==> src/rtl/nco_ctrl_pkg.sv <==
// Shared definitions for the NCO sweep controller: state encoding and default widths.
package nco_ctrl_pkg;

  // Default phase-increment width, matching the NCO phase accumulator.
  localparam int unsigned NcoPwDefault = 19;
  // Default dwell-counter width.
  localparam int unsigned NcoDwDefault = 16;

  // Sweep controller states.
  typedef enum logic [1:0] {
    StIdle  = 2'd0,
    StDwell = 2'd1,
    StFin   = 2'd2
  } sweep_state_e;

endpackage

==> src/rtl/nco_dwell_timer.sv <==
// Dwell timer: loadable down-counter that stops at zero and flags it.
module nco_dwell_timer
  import nco_ctrl_pkg::*;
#(
  parameter int unsigned DW = NcoDwDefault
) (
  input  logic          sys_clk,
  input  logic          rst_n,
  input  logic          load,
  input  logic          en,
  input  logic [DW-1:0] load_val,
  output logic          zero
);

  logic [DW-1:0] cnt_q;

  // Load has priority; otherwise count down while enabled, parking at zero.
  always_ff @(posedge sys_clk or negedge rst_n) begin
    if (!rst_n) begin
      cnt_q <= '0;
    end else if (load) begin
      cnt_q <= load_val;
    end else if (en && (cnt_q != '0)) begin
      cnt_q <= cnt_q - 1'b1;
    end
  end

  // Zero flag drives the step decision in the controller.
  always_comb begin
    zero = (cnt_q == '0);
  end

endmodule

==> src/rtl/nco_sweep_ctrl.sv <==
// NCO frequency sweep controller. Steps phase_inc from a start to a stop increment,
// holding each value for cfg_dwell+1 cycles, in single-shot or repeating mode.
// Optional build macro NCO_SWEEP_TRIANGLE_EN: in continuous mode the sweep runs up and
// back down (triangle) instead of jumping back to start (sawtooth).
module nco_sweep_ctrl
  import nco_ctrl_pkg::*;
#(
  parameter int unsigned PW = NcoPwDefault,
  parameter int unsigned DW = NcoDwDefault
) (
  input  logic          sys_clk,
  input  logic          rst_n,
  input  logic [PW-1:0] cfg_start_inc,
  input  logic [PW-1:0] cfg_stop_inc,
  input  logic [PW-1:0] cfg_step,
  input  logic [DW-1:0] cfg_dwell,
  input  logic          cfg_continuous,
  input  logic          start,
  input  logic          abort,
  output logic [PW-1:0] phase_inc,
  output logic          busy,
  output logic          step_strobe,
  output logic          done
);

  sweep_state_e state_q, state_d;

  logic [PW-1:0] phase_q, phase_d;
  logic          strobe_q, strobe_d;

  // Shadow copies of the configuration, captured on an accepted start.
  logic [PW-1:0] start_q, stop_q, step_q;
  logic [DW-1:0] dwell_q;
  logic          cont_q;
  logic          shadow_load;

  logic          timer_load, timer_en, timer_zero;
  logic [DW-1:0] timer_val;

  logic [PW:0]   up_sum;
  logic [PW-1:0] up_next;
  logic          degenerate, at_stop, sweep_end;

`ifdef NCO_SWEEP_TRIANGLE_EN
  logic          dir_q, dir_d;  // 0 = sweeping up, 1 = sweeping down
  logic [PW-1:0] dn_diff, dn_next;
  logic          at_start;
`endif

  nco_dwell_timer #(
    .DW (DW)
  ) u_dwell_timer (
    .sys_clk  (sys_clk),
    .rst_n    (rst_n),
    .load     (timer_load),
    .en       (timer_en),
    .load_val (timer_val),
    .zero     (timer_zero)
  );

  // Step arithmetic: upward step saturates at stop, computed one bit wider so it never wraps.
  always_comb begin
    up_sum     = {1'b0, phase_q} + {1'b0, step_q};
    up_next    = (up_sum >= {1'b0, stop_q}) ? stop_q : up_sum[PW-1:0];
    degenerate = (step_q == '0) || (start_q > stop_q);
    at_stop    = (phase_q == stop_q);
    sweep_end  = at_stop || degenerate;
`ifdef NCO_SWEEP_TRIANGLE_EN
    // Non-degenerate sweeps keep phase_q >= start_q, so the difference cannot underflow.
    at_start = (phase_q == start_q);
    dn_diff  = phase_q - start_q;
    dn_next  = (dn_diff <= step_q) ? start_q : (phase_q - step_q);
`endif
  end

  // State register.
  always_ff @(posedge sys_clk or negedge rst_n) begin
    if (!rst_n) begin
      state_q <= StIdle;
    end else begin
      state_q <= state_d;
    end
  end

  // Next-state and datapath next-value logic.
  always_comb begin
    state_d     = state_q;
    phase_d     = phase_q;
    strobe_d    = 1'b0;
    shadow_load = 1'b0;
    timer_load  = 1'b0;
    timer_en    = 1'b0;
    timer_val   = dwell_q;
`ifdef NCO_SWEEP_TRIANGLE_EN
    dir_d       = dir_q;
`endif
    unique case (state_q)
      StIdle: begin
        // Abort wins over a coincident start.
        if (start && !abort) begin
          shadow_load = 1'b1;
          phase_d     = cfg_start_inc;
          strobe_d    = 1'b1;
          timer_load  = 1'b1;
          timer_val   = cfg_dwell;
          state_d     = StDwell;
`ifdef NCO_SWEEP_TRIANGLE_EN
          dir_d       = 1'b0;
`endif
        end
      end
      StDwell: begin
        if (abort) begin
          state_d = StIdle;
        end else if (!timer_zero) begin
          timer_en = 1'b1;
        end else begin
`ifdef NCO_SWEEP_TRIANGLE_EN
          if (cont_q && !degenerate) begin
            // Turn around at either end; each end value is held for a single dwell.
            if (dir_q) begin
              if (at_start) begin
                dir_d   = 1'b0;
                phase_d = up_next;
              end else begin
                phase_d = dn_next;
              end
            end else begin
              if (at_stop) begin
                dir_d   = 1'b1;
                phase_d = dn_next;
              end else begin
                phase_d = up_next;
              end
            end
            strobe_d   = 1'b1;
            timer_load = 1'b1;
          end else
`endif
          if (!sweep_end) begin
            phase_d    = up_next;
            strobe_d   = 1'b1;
            timer_load = 1'b1;
          end else if (cont_q) begin
            phase_d    = start_q;
            strobe_d   = 1'b1;
            timer_load = 1'b1;
          end else begin
            state_d = StFin;
          end
        end
      end
      StFin: begin
        state_d = StIdle;
      end
      default: begin
        state_d = StIdle;
      end
    endcase
  end

  // Datapath registers: phase increment, update strobe and configuration shadows.
  always_ff @(posedge sys_clk or negedge rst_n) begin
    if (!rst_n) begin
      phase_q  <= '0;
      strobe_q <= 1'b0;
      start_q  <= '0;
      stop_q   <= '0;
      step_q   <= '0;
      dwell_q  <= '0;
      cont_q   <= 1'b0;
    end else begin
      phase_q  <= phase_d;
      strobe_q <= strobe_d;
      if (shadow_load) begin
        start_q <= cfg_start_inc;
        stop_q  <= cfg_stop_inc;
        step_q  <= cfg_step;
        dwell_q <= cfg_dwell;
        cont_q  <= cfg_continuous;
      end
    end
  end

`ifdef NCO_SWEEP_TRIANGLE_EN
  // Sweep direction for triangle mode.
  always_ff @(posedge sys_clk or negedge rst_n) begin
    if (!rst_n) begin
      dir_q <= 1'b0;
    end else begin
      dir_q <= dir_d;
    end
  end
`endif

  // Outputs: busy during dwell, done for the single FIN cycle.
  always_comb begin
    phase_inc   = phase_q;
    step_strobe = strobe_q;
    busy        = (state_q == StDwell);
    done        = (state_q == StFin);
  end

endmodule
==> config.mk <==
export PLATFORM = sky130hd
export DESIGN_NAME = nco_sweep_ctrl
export DESIGN_NICKNAME = d
export VERILOG_FILES = /design/src/rtl/nco_ctrl_pkg.sv /design/src/rtl/nco_dwell_timer.sv /design/src/rtl/nco_sweep_ctrl.sv
export SDC_FILE = /design/constraint.sdc
export NUM_CORES = 1
export LEC_CHECK = 0
export BUFFER_PORTS_ARGS = -buffer_cell sky130_fd_sc_hd__buf_2
export CAP_MARGIN = 15
export CORE_MARGIN = 3
export CORE_UTILIZATION = 40
export DETAILED_ROUTE_END_ITERATION = 10
export GPL_ROUTABILITY_DRIVEN = 0
export PLACE_DENSITY_LB_ADDON = 0.12
export SYNTH_ARGS = -nofsm -noshare
export SYNTH_HDL_FRONTEND = slang
export SYNTH_SLANG_ARGS = --single-unit
==> constraint.sdc <==
create_clock -name sys_clk -period 4.93 [get_ports sys_clk]
set_input_delay 0.2465 -clock sys_clk [delete_from_list [all_inputs] [get_ports sys_clk]]
set_output_delay 0.2465 -clock sys_clk [all_outputs]
set_load 0.05 [all_outputs]
==> results.txt, run 1 <==
vias in the first global route - 6,105
commonest cells in the synthesized netlist - nand2_1 (160), dfrtp_1 (112), ha_1 (58)
Cell variety after synth - 68
DR vias/cell - 5.54
hold_buf cts - 0
CTS buffer count - 9
worst path arrival time - 4.85 ns
initial antenna violation count - 0
Final HPWL DP - 15,500 um
share of cells above drive strength 1 - 18.5%
Die X - 139 um
Clock Skew - 0.0136 ns
Clk Latency, worst-skew pair - 0.37 ns
max cap viols - 0
Worst Path Max Fanout - 6
Place WS - 0.164 ns
count leader, synth - nand2_1
full die area - 0.0193 mm^2
Reg-to-Reg End - phase_inc[12]$_DFFE_PN0P_
Synth area leader - dfrtp_1
crit path time final - 4.60 ns
period utilisation layout - 93.3%
final slew viol count - 0
RR Startpoint - phase_inc[0]$_DFFE_PN0P_
first-pass GRT wire length - 33,200 um
global route overflow - 0
antenna cells - 0
headroom to the max-slew limit - 40.3%
P_leak - 0.00401 uW
setup tns final - 0 ns
Mapped Nets - 912
Port-buffer cells - 99
drt pass-1 iters - 5
DRC viols - 0
fmax - 0.217 GHz
Post-synth EDFFs - 0
Hold Crit Class - in2async
R2R Setup Slk - 0.33 ns
Async SR Flop Fraction - 100%
top-area cell type share of the netlist area - 39.6%
count of final hold-check violations - 1
endpoints failing setup - 0
Core Region - 0.0169 mm^2
nets@finish - 1,008
Post-Synthesis Cells - 775
clock buffer depth - 2
Worst EP required - 5.18 ns
Root Driver - clkbuf_16
Synth Register Bits - 112
setup ws final - 0.329 ns
failing checks - negative hold slack
R2R cell count - 18
Crit. End Element - register
largest net degree at the start of global routing - 67
wire length per cell - 18.8 um
worst setup path category - reg2reg
WL final - 20,600 um
Routed Antenna Nets - 0
crit start category - register
final hold slack - -0.00147 ns
Worst VDD drop - 0.215 mV
RSZ-0062 raised after global routing - false
clock-pin slew on the worst setup and hold paths - 0.08 ns
area grow syn2layout - 14.5%
slew at the pin with the worst max-slew slack - 0.895 ns
syn_area_per_cell - 9.12 um^2
CTS H-tree depth - 3
DR vias - 6,072
Seq/Total Area, Yosys - 39.6%
GRT Util Overall - 21.4%
drt first-iter violations - 385
CTS tree - yes
Power Density - 487 mW/mm^2
status - finished with violations
# IOs - 100
Primary FF master, synth - dfrtp_1
Initial Util - 41.8%
# rows - 47
# clock sinks - 112
Cell Area, Synth - 0.00707 mm^2
YS warnings - 0
die height - 139 um
synth top area cells - dfrtp_1 (40%), ha_1 (10%), nand2_1 (8.5%)
-- power breakdown --
part | leakage (uW) | internal, uW | switching (uW) | total [uW]
Combinational | 0.00248 | 769 | 1090 | 1860
Sequential | 0.00138 | 1120 | 235 | 1350
Clock | 0.000140 | 362 | 368 | 729
-- layout make-up --
cell class | count | area, um^2
sequential | 112 | 2800
timing repair buffer | 111 | 588
clock inverter | 5 | 40.0
tap | 220 | 275
clock buffer | 11 | 243
multi-input combinational | 598 | 4000
inverter | 39 | 146
fill | 1690 | 8840
-- worst max-delay path, cell delays in order (launching register included) --
cell and delay (ns):
dfrtp_1 0.42, ha_1 0.22, inv_1 0.06, fa_1 0.41, nor2b_1 0.16, o31a_1 0.21, o21ai_0 0.15, a31o_2 0.29
a21oi_2 0.17, xor2_1 0.20, ha_1 0.27, a21o_1 0.21, a2111oi_0 0.40, nor3_1 0.11, a2111oi_2 0.42, and2_4 0.26
buf_4 0.18, mux2i_1 0.25, o21ai_1 0.08
-- state kept, by name (all words and copies together), names as in the netlist --
| name | flops |
|---|---|
| cont_q | 1 |
| phase_inc | 19 |
| dwell_q | 16 |
| start_q | 19 |
| state_q | 2 |
| step_q | 19 |
| step_strobe | 1 |
| u_dwell_timer.cnt_q | 16 |
| stop_q | 19 |
-- cells in the final DEF (no fill, tap or decap), types with 13 or more instances in the layout --
| master | n |
|---|---|
| nand2_1 | 160 |
| dfrtp_1 | 112 |
| buf_2 | 98 |
| ha_1 | 58 |
| o21ai_0 | 55 |
| a21oi_1 | 40 |
| inv_1 | 38 |
| nor2_1 | 28 |
| a21o_1 | 23 |
| xor2_1 | 23 |
| and2_1 | 18 |
| o21ai_1 | 17 |
| mux2i_1 | 17 |
| nor4_1 | 14 |
| buf_4 | 13 |
-- timing repair --
item,CTS,global route
endpoints found under the setup margin,0,19
resized for setup,0,5
buffers inserted,0,0
-- routing by layer --
metal	GRT usage, %	vias up	share of wire, %
met3	4.38	32	5.4
met5	0	-	0
met1	30.2	2926	48
met2	33.0	165	45
li1	-	2949	-
met4	7.47	0	2.0
-- through the flow --
stage	utilization [%]	instances	power [uW]	area, um^2
floorplan	-	775	2650	7070
global placement	46.1	1080	3150	7800
detailed placement	46.1	1080	3180	7800
CTS	47.7	1096	3920	8090
global route	47.8	1096	4230	8100
finish	47.8	1096	3950	8100
-- logic make-up after synthesis --
group | share of synthesized area [%]
AO/OA/AOI/OAI | 19.0
XOR/XNOR | 4.21
adder cells (fa/ha/maj) | 10.5
buffers and inverters | 4.16
flip-flops | 39.6
multiplexers | 2.57
AND/OR/NAND/NOR | 19.9
-- worst max path at each step --
stage / end / start / cells past startpoint
finish: phase_inc[12]$_DFFE_PN0P_ / phase_inc[0]$_DFFE_PN0P_ / 18
global route: phase_inc[14]$_DFFE_PN0P_ / phase_inc[0]$_DFFE_PN0P_ / 18
CTS: phase_inc[12]$_DFFE_PN0P_ / phase_inc[0]$_DFFE_PN0P_ / 18
detailed placement: phase_inc[12]$_DFFE_PN0P_ / phase_inc[0]$_DFFE_PN0P_ / 18
global placement: phase_inc[4]$_DFFE_PN0P_ / phase_inc[0]$_DFFE_PN0P_ / 18
floorplan: phase_inc[5]$_DFFE_PN0P_ / phase_inc[0]$_DFFE_PN0P_ / 18
Note: power is estimated with default switching activity, not from simulation.
==> inputs of run 2 (changes only) <==
--- a/config.mk
+++ b/config.mk
@@ -5,13 +5,14 @@
 export SDC_FILE = /design/constraint.sdc
 export NUM_CORES = 1
 export LEC_CHECK = 0
+export ABC_AREA = 1
 export BUFFER_PORTS_ARGS = -buffer_cell sky130_fd_sc_hd__buf_2
 export CAP_MARGIN = 15
+export CORE_ASPECT_RATIO = 1.5
 export CORE_MARGIN = 3
 export CORE_UTILIZATION = 40
 export DETAILED_ROUTE_END_ITERATION = 10
 export GPL_ROUTABILITY_DRIVEN = 0
-export PLACE_DENSITY_LB_ADDON = 0.12
 export SYNTH_ARGS = -nofsm -noshare
 export SYNTH_HDL_FRONTEND = slang
 export SYNTH_SLANG_ARGS = --single-unit
==> run 2 against run 1 <==
  * The flow now finishes without violations
  * Global-route usage decreased by 0.48 points
  * Register-to-register slack gained 0.27 ns
  * Sequential cell count stayed put
  * Design area up 4.7%
  * Count of clock-buffer cells in the layout fell by 2
  * Clock skew decreased by 0.0016 ns
  * Synthesized cell count up 24%
  * Routed wire length is 2.1% higher
  * Critical path depth rose by 11
  * Largest cell class unchanged
==> results.txt, run 2 <==
status - finished, final reports clean
Reg-to-Reg End - phase_inc[9]$_DFFE_PN0P_
synth top area cells - dfrtp_1 (38%), nand2_1 (11%), ha_1 (9.7%)
Clk Latency, worst-skew pair - 0.36 ns (about the same)
clock-pin slew on the worst setup and hold paths - 0.08 ns (about the same)
WL final - 21,100 um (+2.1%)
DRC viols - 0 (unchanged)
worst path arrival time - 4.58 ns (-0.27 ns)
worst setup path category - reg2reg
Routed Antenna Nets - 0 (unchanged)
Synth area leader - dfrtp_1
drt pass-1 iters - 4 (-1)
die height - 173 um (+25%)
Primary FF master, synth - dfrtp_1
Placed Cells - 1,283 (+19%)
crit path time final - 4.33 ns (-0.268 ns)
Post-synth EDFFs - 0 (unchanged)
Hold Crit Class - in2async
headroom to the max-slew limit - 32.3% (-8.0 points)
crit start category - register
first-pass GRT wire length - 34,500 um (+3.9%)
Mapped Nets - 1,096 (+20%)
count of final hold-check violations - 0 (-1)
Port-buffer cells - 99 (unchanged)
# IOs - 100 (unchanged)
# clock sinks - 112 (unchanged)
vias in the first global route - 6,714 (+10%)
# rows - 60 (+28%)
Cell Area, Synth - 0.00747 mm^2 (+5.6%)
CTS buffer count - 9 (unchanged)
DR vias/cell - 5.04 (-9.1%)
Root Driver - clkbuf_16
slew at the pin with the worst max-slew slack - 1.02 ns (+0.120 ns)
endpoints failing setup - 0 (unchanged)
Initial Util - 41.1% (-0.65 points)
Seq/Total Area, Yosys - 37.5% (-2.1 points)
Async SR Flop Fraction - 100% (unchanged)
Synth Register Bits - 112 (unchanged)
R2R cell count - 29 (+11)
GRT Util Overall - 21.0% (-0.48 points)
wire length per cell - 16.2 um (-14%)
antenna cells - 0 (unchanged)
post-CTS setup buffers - 0 (unchanged)
global route overflow - 0 (unchanged)
CTS tree - yes
period utilisation layout - 87.9% (-5.4 points)
Worst EP required - 5.18 ns (about the same)
hold_buf cts - 0 (unchanged)
nets@finish - 1,183 (+17%)
RR Startpoint - phase_inc[0]$_DFFE_PN0P_
CTS H-tree depth - 3 (unchanged)
Slowest cell on crit path - dfrtp_1
initial antenna violation count - 0 (unchanged)
R2R Setup Slk - 0.60 ns (+0.27 ns)
YS warnings - 0 (unchanged)
commonest non-fill, non-tap cell in the layout - nand2_1
most used cell along the critical path - nand2_1
Cell variety after synth - 39 (-43%)
setup tns final - 0 ns (unchanged)
largest net degree at the start of global routing - 88 (+31%)
final slew viol count - 0 (unchanged)
drt first-iter violations - 253 (-34%)
Post-Synthesis Cells - 959 (+24%)
final hold slack - 0.0273 ns (+0.0288 ns)
fmax - 0.231 GHz (+6.2%)
max cap viols - 0 (unchanged)
Worst Path Max Fanout - 19 (+13)
top-area cell type share of the netlist area - 37.5% (-2.1 points)
Core Region - 0.0182 mm^2 (+7.3%)
full die area - 0.0204 mm^2 (+5.5%)
DR vias - 6,543 (+7.8%)
RSZ-0062 raised after global routing - false
final cell count without fillers - 1,299 (+19%)
Worst path max stage delay - 0.46 ns (+0.04 ns)
Die X - 118 um (-15%)
commonest cells in the synthesized netlist - nand2_1 (223), nor2_1 (116), dfrtp_1 (112)
Clock Skew - 0.0120 ns (-0.00160 ns)
clock buffer depth - 2 (unchanged)
share of cells above drive strength 1 - 17.1% (-1.4 points)
Final HPWL DP - 16,000 um (+3.4%)
count leader, synth - nand2_1
Crit. End Element - register
area grow syn2layout - 13.5%
syn_area_per_cell - 7.79 um^2 (-15%)
most frequent cells in the layout - nand2_1 (221), nor2_1 (116), dfrtp_1 (112), inv_1 (105), buf_2 (98)
[run 2: layer usage]
layer / track usage (%) / vias to the layer above / wire (um)
met5: 0 / - / 0
met2: 36.9 / 134 / 10500
met3: 4.05 / 48 / 914
met4: 10.6 / 0 / 1030
met1: 24.2 / 3076 / 8630
li1: - / 3285 / -
[run 2: worst max-delay path by stage]
stage                                   from                        end  slack, ns  cells after the start
finish              phase_inc[0]$_DFFE_PN0P_   phase_inc[9]$_DFFE_PN0P_       0.60                     29
global route        phase_inc[0]$_DFFE_PN0P_   phase_inc[4]$_DFFE_PN0P_       0.14                     29
floorplan           phase_inc[0]$_DFFE_PN0P_  phase_inc[14]$_DFFE_PN0P_       0.88                     30
CTS                 phase_inc[0]$_DFFE_PN0P_   phase_inc[1]$_DFFE_PN0P_       0.36                     29
detailed placement  phase_inc[0]$_DFFE_PN0P_  phase_inc[16]$_DFFE_PN0P_       0.40                     29
global placement    phase_inc[0]$_DFFE_PN0P_   phase_inc[1]$_DFFE_PN0P_       0.41                     29
[run 2: layout make-up]
class	instances	area [um^2]
flip-flops and latches	112	2800
inverters	107	402
fillers	1919	9690
well taps	248	310
repair buffers	106	551
clock buffers	9	225
multi-input cells	710	4120
clock inverters	7	67.6
[run 2: through the flow]
step	util [%]	area (um^2)	worst slack (ns)
floorplan	-	7470	0.882
global placement	45.0	8180	0.407
detailed placement	45.0	8180	0.402
CTS	46.7	8480	0.358
global route	46.7	8480	0.145
finish	46.7	8480	0.597
[run 2: what timing repair did]
| item | CTS | global route |
|---|---|---|
| gates resized for setup | 0 | 1 |
| endpoints found under the setup margin | 0 | 19 |
| hold endpoints to repair | 0 | 0 |
[run 2: cells by family (layout without fill, tap and decap cells)]
| family | count (synthesis) | after routing | synth area share [%] |
|---|---|---|---|
| and+or+nand+nor | 445 | 445 | 25.0 |
| buffers and inverters | 137 | 229 | 7.52 |
| AOI/OAI and AO/OA | 120 | 120 | 8.43 |
| DFF | 112 | 112 | 37.5 |
| adders and majority gates | 59 | 59 | 9.98 |
| muxes | 44 | 44 | 6.62 |
| xor gates and xnor gates | 42 | 42 | 4.93 |
[run 2: worst max-delay path: cells and delay by family, from the launching register on]
kind | cells | cell delay, ns
AOI/OAI and AO/OA | 2 | 0.50
xor gates and xnor gates | 1 | 0.20
adders and majority gates | 3 | 0.96
buffers and inverters | 3 | 0.20
DFF | 1 | 0.46
and+or+nand+nor | 20 | 1.88
Power of run 2 is left out: the tool's default activity adds up to more than one toggle a clock period on the data nets, which glitch-free logic cannot reach.
==> inputs of run 3 (changes only) <==
--- a/config.mk
+++ b/config.mk
@@ -5,14 +5,15 @@
 export SDC_FILE = /design/constraint.sdc
 export NUM_CORES = 1
 export LEC_CHECK = 0
-export ABC_AREA = 1
+export ABC_CLOCK_PERIOD_IN_PS = 4930
 export BUFFER_PORTS_ARGS = -buffer_cell sky130_fd_sc_hd__buf_2
 export CAP_MARGIN = 15
 export CORE_ASPECT_RATIO = 1.5
 export CORE_MARGIN = 3
-export CORE_UTILIZATION = 40
+export CORE_UTILIZATION = 45
 export DETAILED_ROUTE_END_ITERATION = 10
 export GPL_ROUTABILITY_DRIVEN = 0
+export PLACE_DENSITY = 0.65
 export SYNTH_ARGS = -nofsm -noshare
 export SYNTH_HDL_FRONTEND = slang
 export SYNTH_SLANG_ARGS = --single-unit
==> run 3 against run 2 <==
  * Cell count decreased by 17%
  * Sequential share of layout area increased by 1.6 points
  * Worst hold slack got worse by 0.0058 ns
  * Count of clock-buffer cells in the layout unchanged
  * Critical path type unchanged
  * Register-to-register slack got worse by 0.27 ns
  * Maximum frequency decreased by 5.9%
  * First-iteration DRC count decreased by 3.2%
==> results.txt, run 3 (same netlist as run 1, synthesis figures left out) <==
status - finished, final reports clean
worst path arrival time - 4.85 ns (+0.27 ns)
headroom to the max-slew limit - 25.5% (-6.8 points)
drt first-iter violations - 245 (-3.2%)
RR Startpoint - phase_inc[0]$_DFFE_PN0P_
CP Cell Sequence - ha_1 -> inv_1 -> fa_1 -> nor2b_1 -> o31a_1 -> o21ai_0 -> a31o_2 -> a21oi_1 -> xor2_1 -> ha_1 -> a21o_1 -> a2111oi_2 -> o211ai_1 -> a2111oi_2 -> and2_1 -> buf_4 -> mux2i_1 -> o21ai_1
Clk Latency, worst-skew pair - 0.37 ns (about the same)
RSZ-0062 raised after global routing - false
CTS tree - yes
Worst Path Max Fanout - 13 (-6)
met2 usage - 40.0% (+3.1 points)
Comb pwr share - 45.8%
Hold Crit Class - in2async
wire length per cell - 18.4 um (+14%)
clock power share - 20.7%
CTS H-tree depth - 3 (unchanged)
period utilisation layout - 93.4% (+5.5 points)
CP Depth - 18 (-38%)
Worst path max stage delay - 0.42 ns (-0.04 ns)
drt pass-1 iters - 4 (unchanged)
endpoints failing setup - 0 (unchanged)
fmax - 0.217 GHz (-5.9%)
DR vias - 5,947 (-9.1%)
Routed Antenna Nets - 0 (unchanged)
Net Sw Frac - 42.0%
P_leak - 0.00401 uW
final core utilization - 53.0% (+6.3 points)
slew at the pin with the worst max-slew slack - 1.11 ns (+0.0978 ns)
P_sw - 1680 uW
worst setup path category - reg2reg
commonest non-fill, non-tap cell in the layout - nand2_1
CTS buffer count - 9 (unchanged)
Core Region - 0.0153 mm^2 (-16%)
clock buffer depth - 2 (unchanged)
Port-buffer cells - 99 (unchanged)
global route overflow - 0 (unchanged)
R2R cell count - 18 (-38%)
DRC viols - 0 (unchanged)
R2R Setup Slk - 0.33 ns (-0.27 ns)
max cap viols - 0 (unchanged)
clock-pin slew on the worst setup and hold paths - 0.08 ns (about the same)
GR peak layer - met2
# IOs - 100 (unchanged)
Worst EP required - 5.17 ns (about the same)
WL final - 19,800 um (-6.1%)
Root Driver - clkbuf_16
share of cells above drive strength 1 - 18.2% (+1.1 points)
# rows - 55 (-8.3%)
P_int - 2320 uW
crit start category - register
Reg-to-Reg End - phase_inc[2]$_DFFE_PN0P_
die height - 160 um (-8.0%)
# clock sinks - 112 (unchanged)
Power Density - 495 mW/mm^2
final slew viol count - 0 (unchanged)
hold_buf cts - 0 (unchanged)
most frequent cells in the layout - nand2_1 (160), dfrtp_1 (112), buf_2 (98), ha_1 (58), o21ai_0 (55)
full die area - 0.0173 mm^2 (-15%)
Die X - 108 um (-7.8%)
initial antenna violation count - 0 (unchanged)
Slowest cell on crit path - dfrtp_1
count of final hold-check violations - 0 (unchanged)
Reg power frac - 33.5%
DR vias/cell - 5.54 (+10%)
first-pass GRT wire length - 31,600 um (-8.2%)
met3 usage - 3.69% (-0.36 points)
antenna cells - 0 (unchanged)
Initial Util - 46.3% (+5.2 points)
Place WS - 0.336 ns (-0.0658 ns)
crit path time final - 4.60 ns (+0.271 ns)
nets@finish - 1,006 (-15%)
Clock Skew - 0.0111 ns (-0.000905 ns)
GRT Util Overall - 23.5% (+2.5 points)
met1 GRT Util - 30.0% (+5.9 points)
largest net degree at the start of global routing - 100 (+14%)
setup ws final - 0.326 ns (-0.271 ns)
CP top delay family - compound AO/OA/AOI/OAI gates
setup tns final - 0 ns (unchanged)
vias in the first global route - 6,005 (-11%)
Crit. End Element - register
area grow syn2layout - 14.5%
crit path buf inv count - 2 (-1)
Final HPWL DP - 14,900 um (-7.1%)
Worst VDD drop - 0.225 mV
run 3: cell count changes in the layout (fill, tap and decap cells not counted), moves of 7 or more:
cell	previous run	this run
nor2_1	116	28
inv_1	105	38
nand2_1	221	160
nand3_1	61	10
mux2_2	43	1
a21oi_1	72	41
o21ai_0	33	55
a21o_1	2	23
and2_1	0	19
mux2i_1	1	17
o21ai_1	4	17
a221oi_2	0	11
a221oi_1	0	7
nor4_1	7	14
run 3: power by group through the flow:
stage | registers (uW) | logic (uW) | clock network (uW)
after CTS | 1340 | 1820 | 843
after floorplan | 1400 | 1250 | 0
after detailed placement | 1350 | 1810 | 0
after global routing | 1370 | 2040 | 872
after global placement | 1350 | 1780 | 0
final | 1340 | 1830 | 831
run 3: layout make-up:
class | instances | area [um^2]
flip-flops and latches | 112 | 2800
repair buffers | 109 | 573
fillers | 1490 | 7180
well taps | 199 | 249
inverters | 39 | 146
multi-input cells | 598 | 4000
clock buffers | 9 | 225
clock inverters | 7 | 104
run 3: worst max path at each step:
stage	slack, ns	startpoint	endpoint
2_1_floorplan	0.41	phase_inc[0]$_DFFE_PN0P_	phase_inc[5]$_DFFE_PN0P_
3_3_place_gp	0.43	phase_inc[0]$_DFFE_PN0P_	phase_inc[3]$_DFFE_PN0P_
3_5_place_dp	0.34	phase_inc[0]$_DFFE_PN0P_	phase_inc[3]$_DFFE_PN0P_
4_1_cts	0.33	phase_inc[0]$_DFFE_PN0P_	phase_inc[7]$_DFFE_PN0P_
5_1_grt	0.03	phase_inc[0]$_DFFE_PN0P_	phase_inc[8]$_DFFE_PN0P_
6_report	0.33	phase_inc[0]$_DFFE_PN0P_	phase_inc[2]$_DFFE_PN0P_
run 3: timing repair:
action	in CTS	in global routing
resized for setup	0	2
setup buffers	0	0
endpoints found under the setup margin	0	11
run 3: metal layers:
metal / part of all wire [%] / wire length [um]
met4: 2.8 / 553
met3: 3.9 / 768
met1: 43 / 8410
met5: 0 / 0
met2: 51 / 10000
run 3: through the flow:
stage | hold slack (ns) | power [uW] | cell area [um^2] | std cells
after global routing | 0.0754 | 4280 | 8100 | 1073
after floorplan | -0.0491 | 2650 | 7070 | 775
final | 0.0215 | 4010 | 8100 | 1073
after detailed placement | 0.438 | 3160 | 7760 | 1057
after CTS | 0.0497 | 4000 | 8090 | 1073
after global placement | 0.434 | 3130 | 7760 | 1057
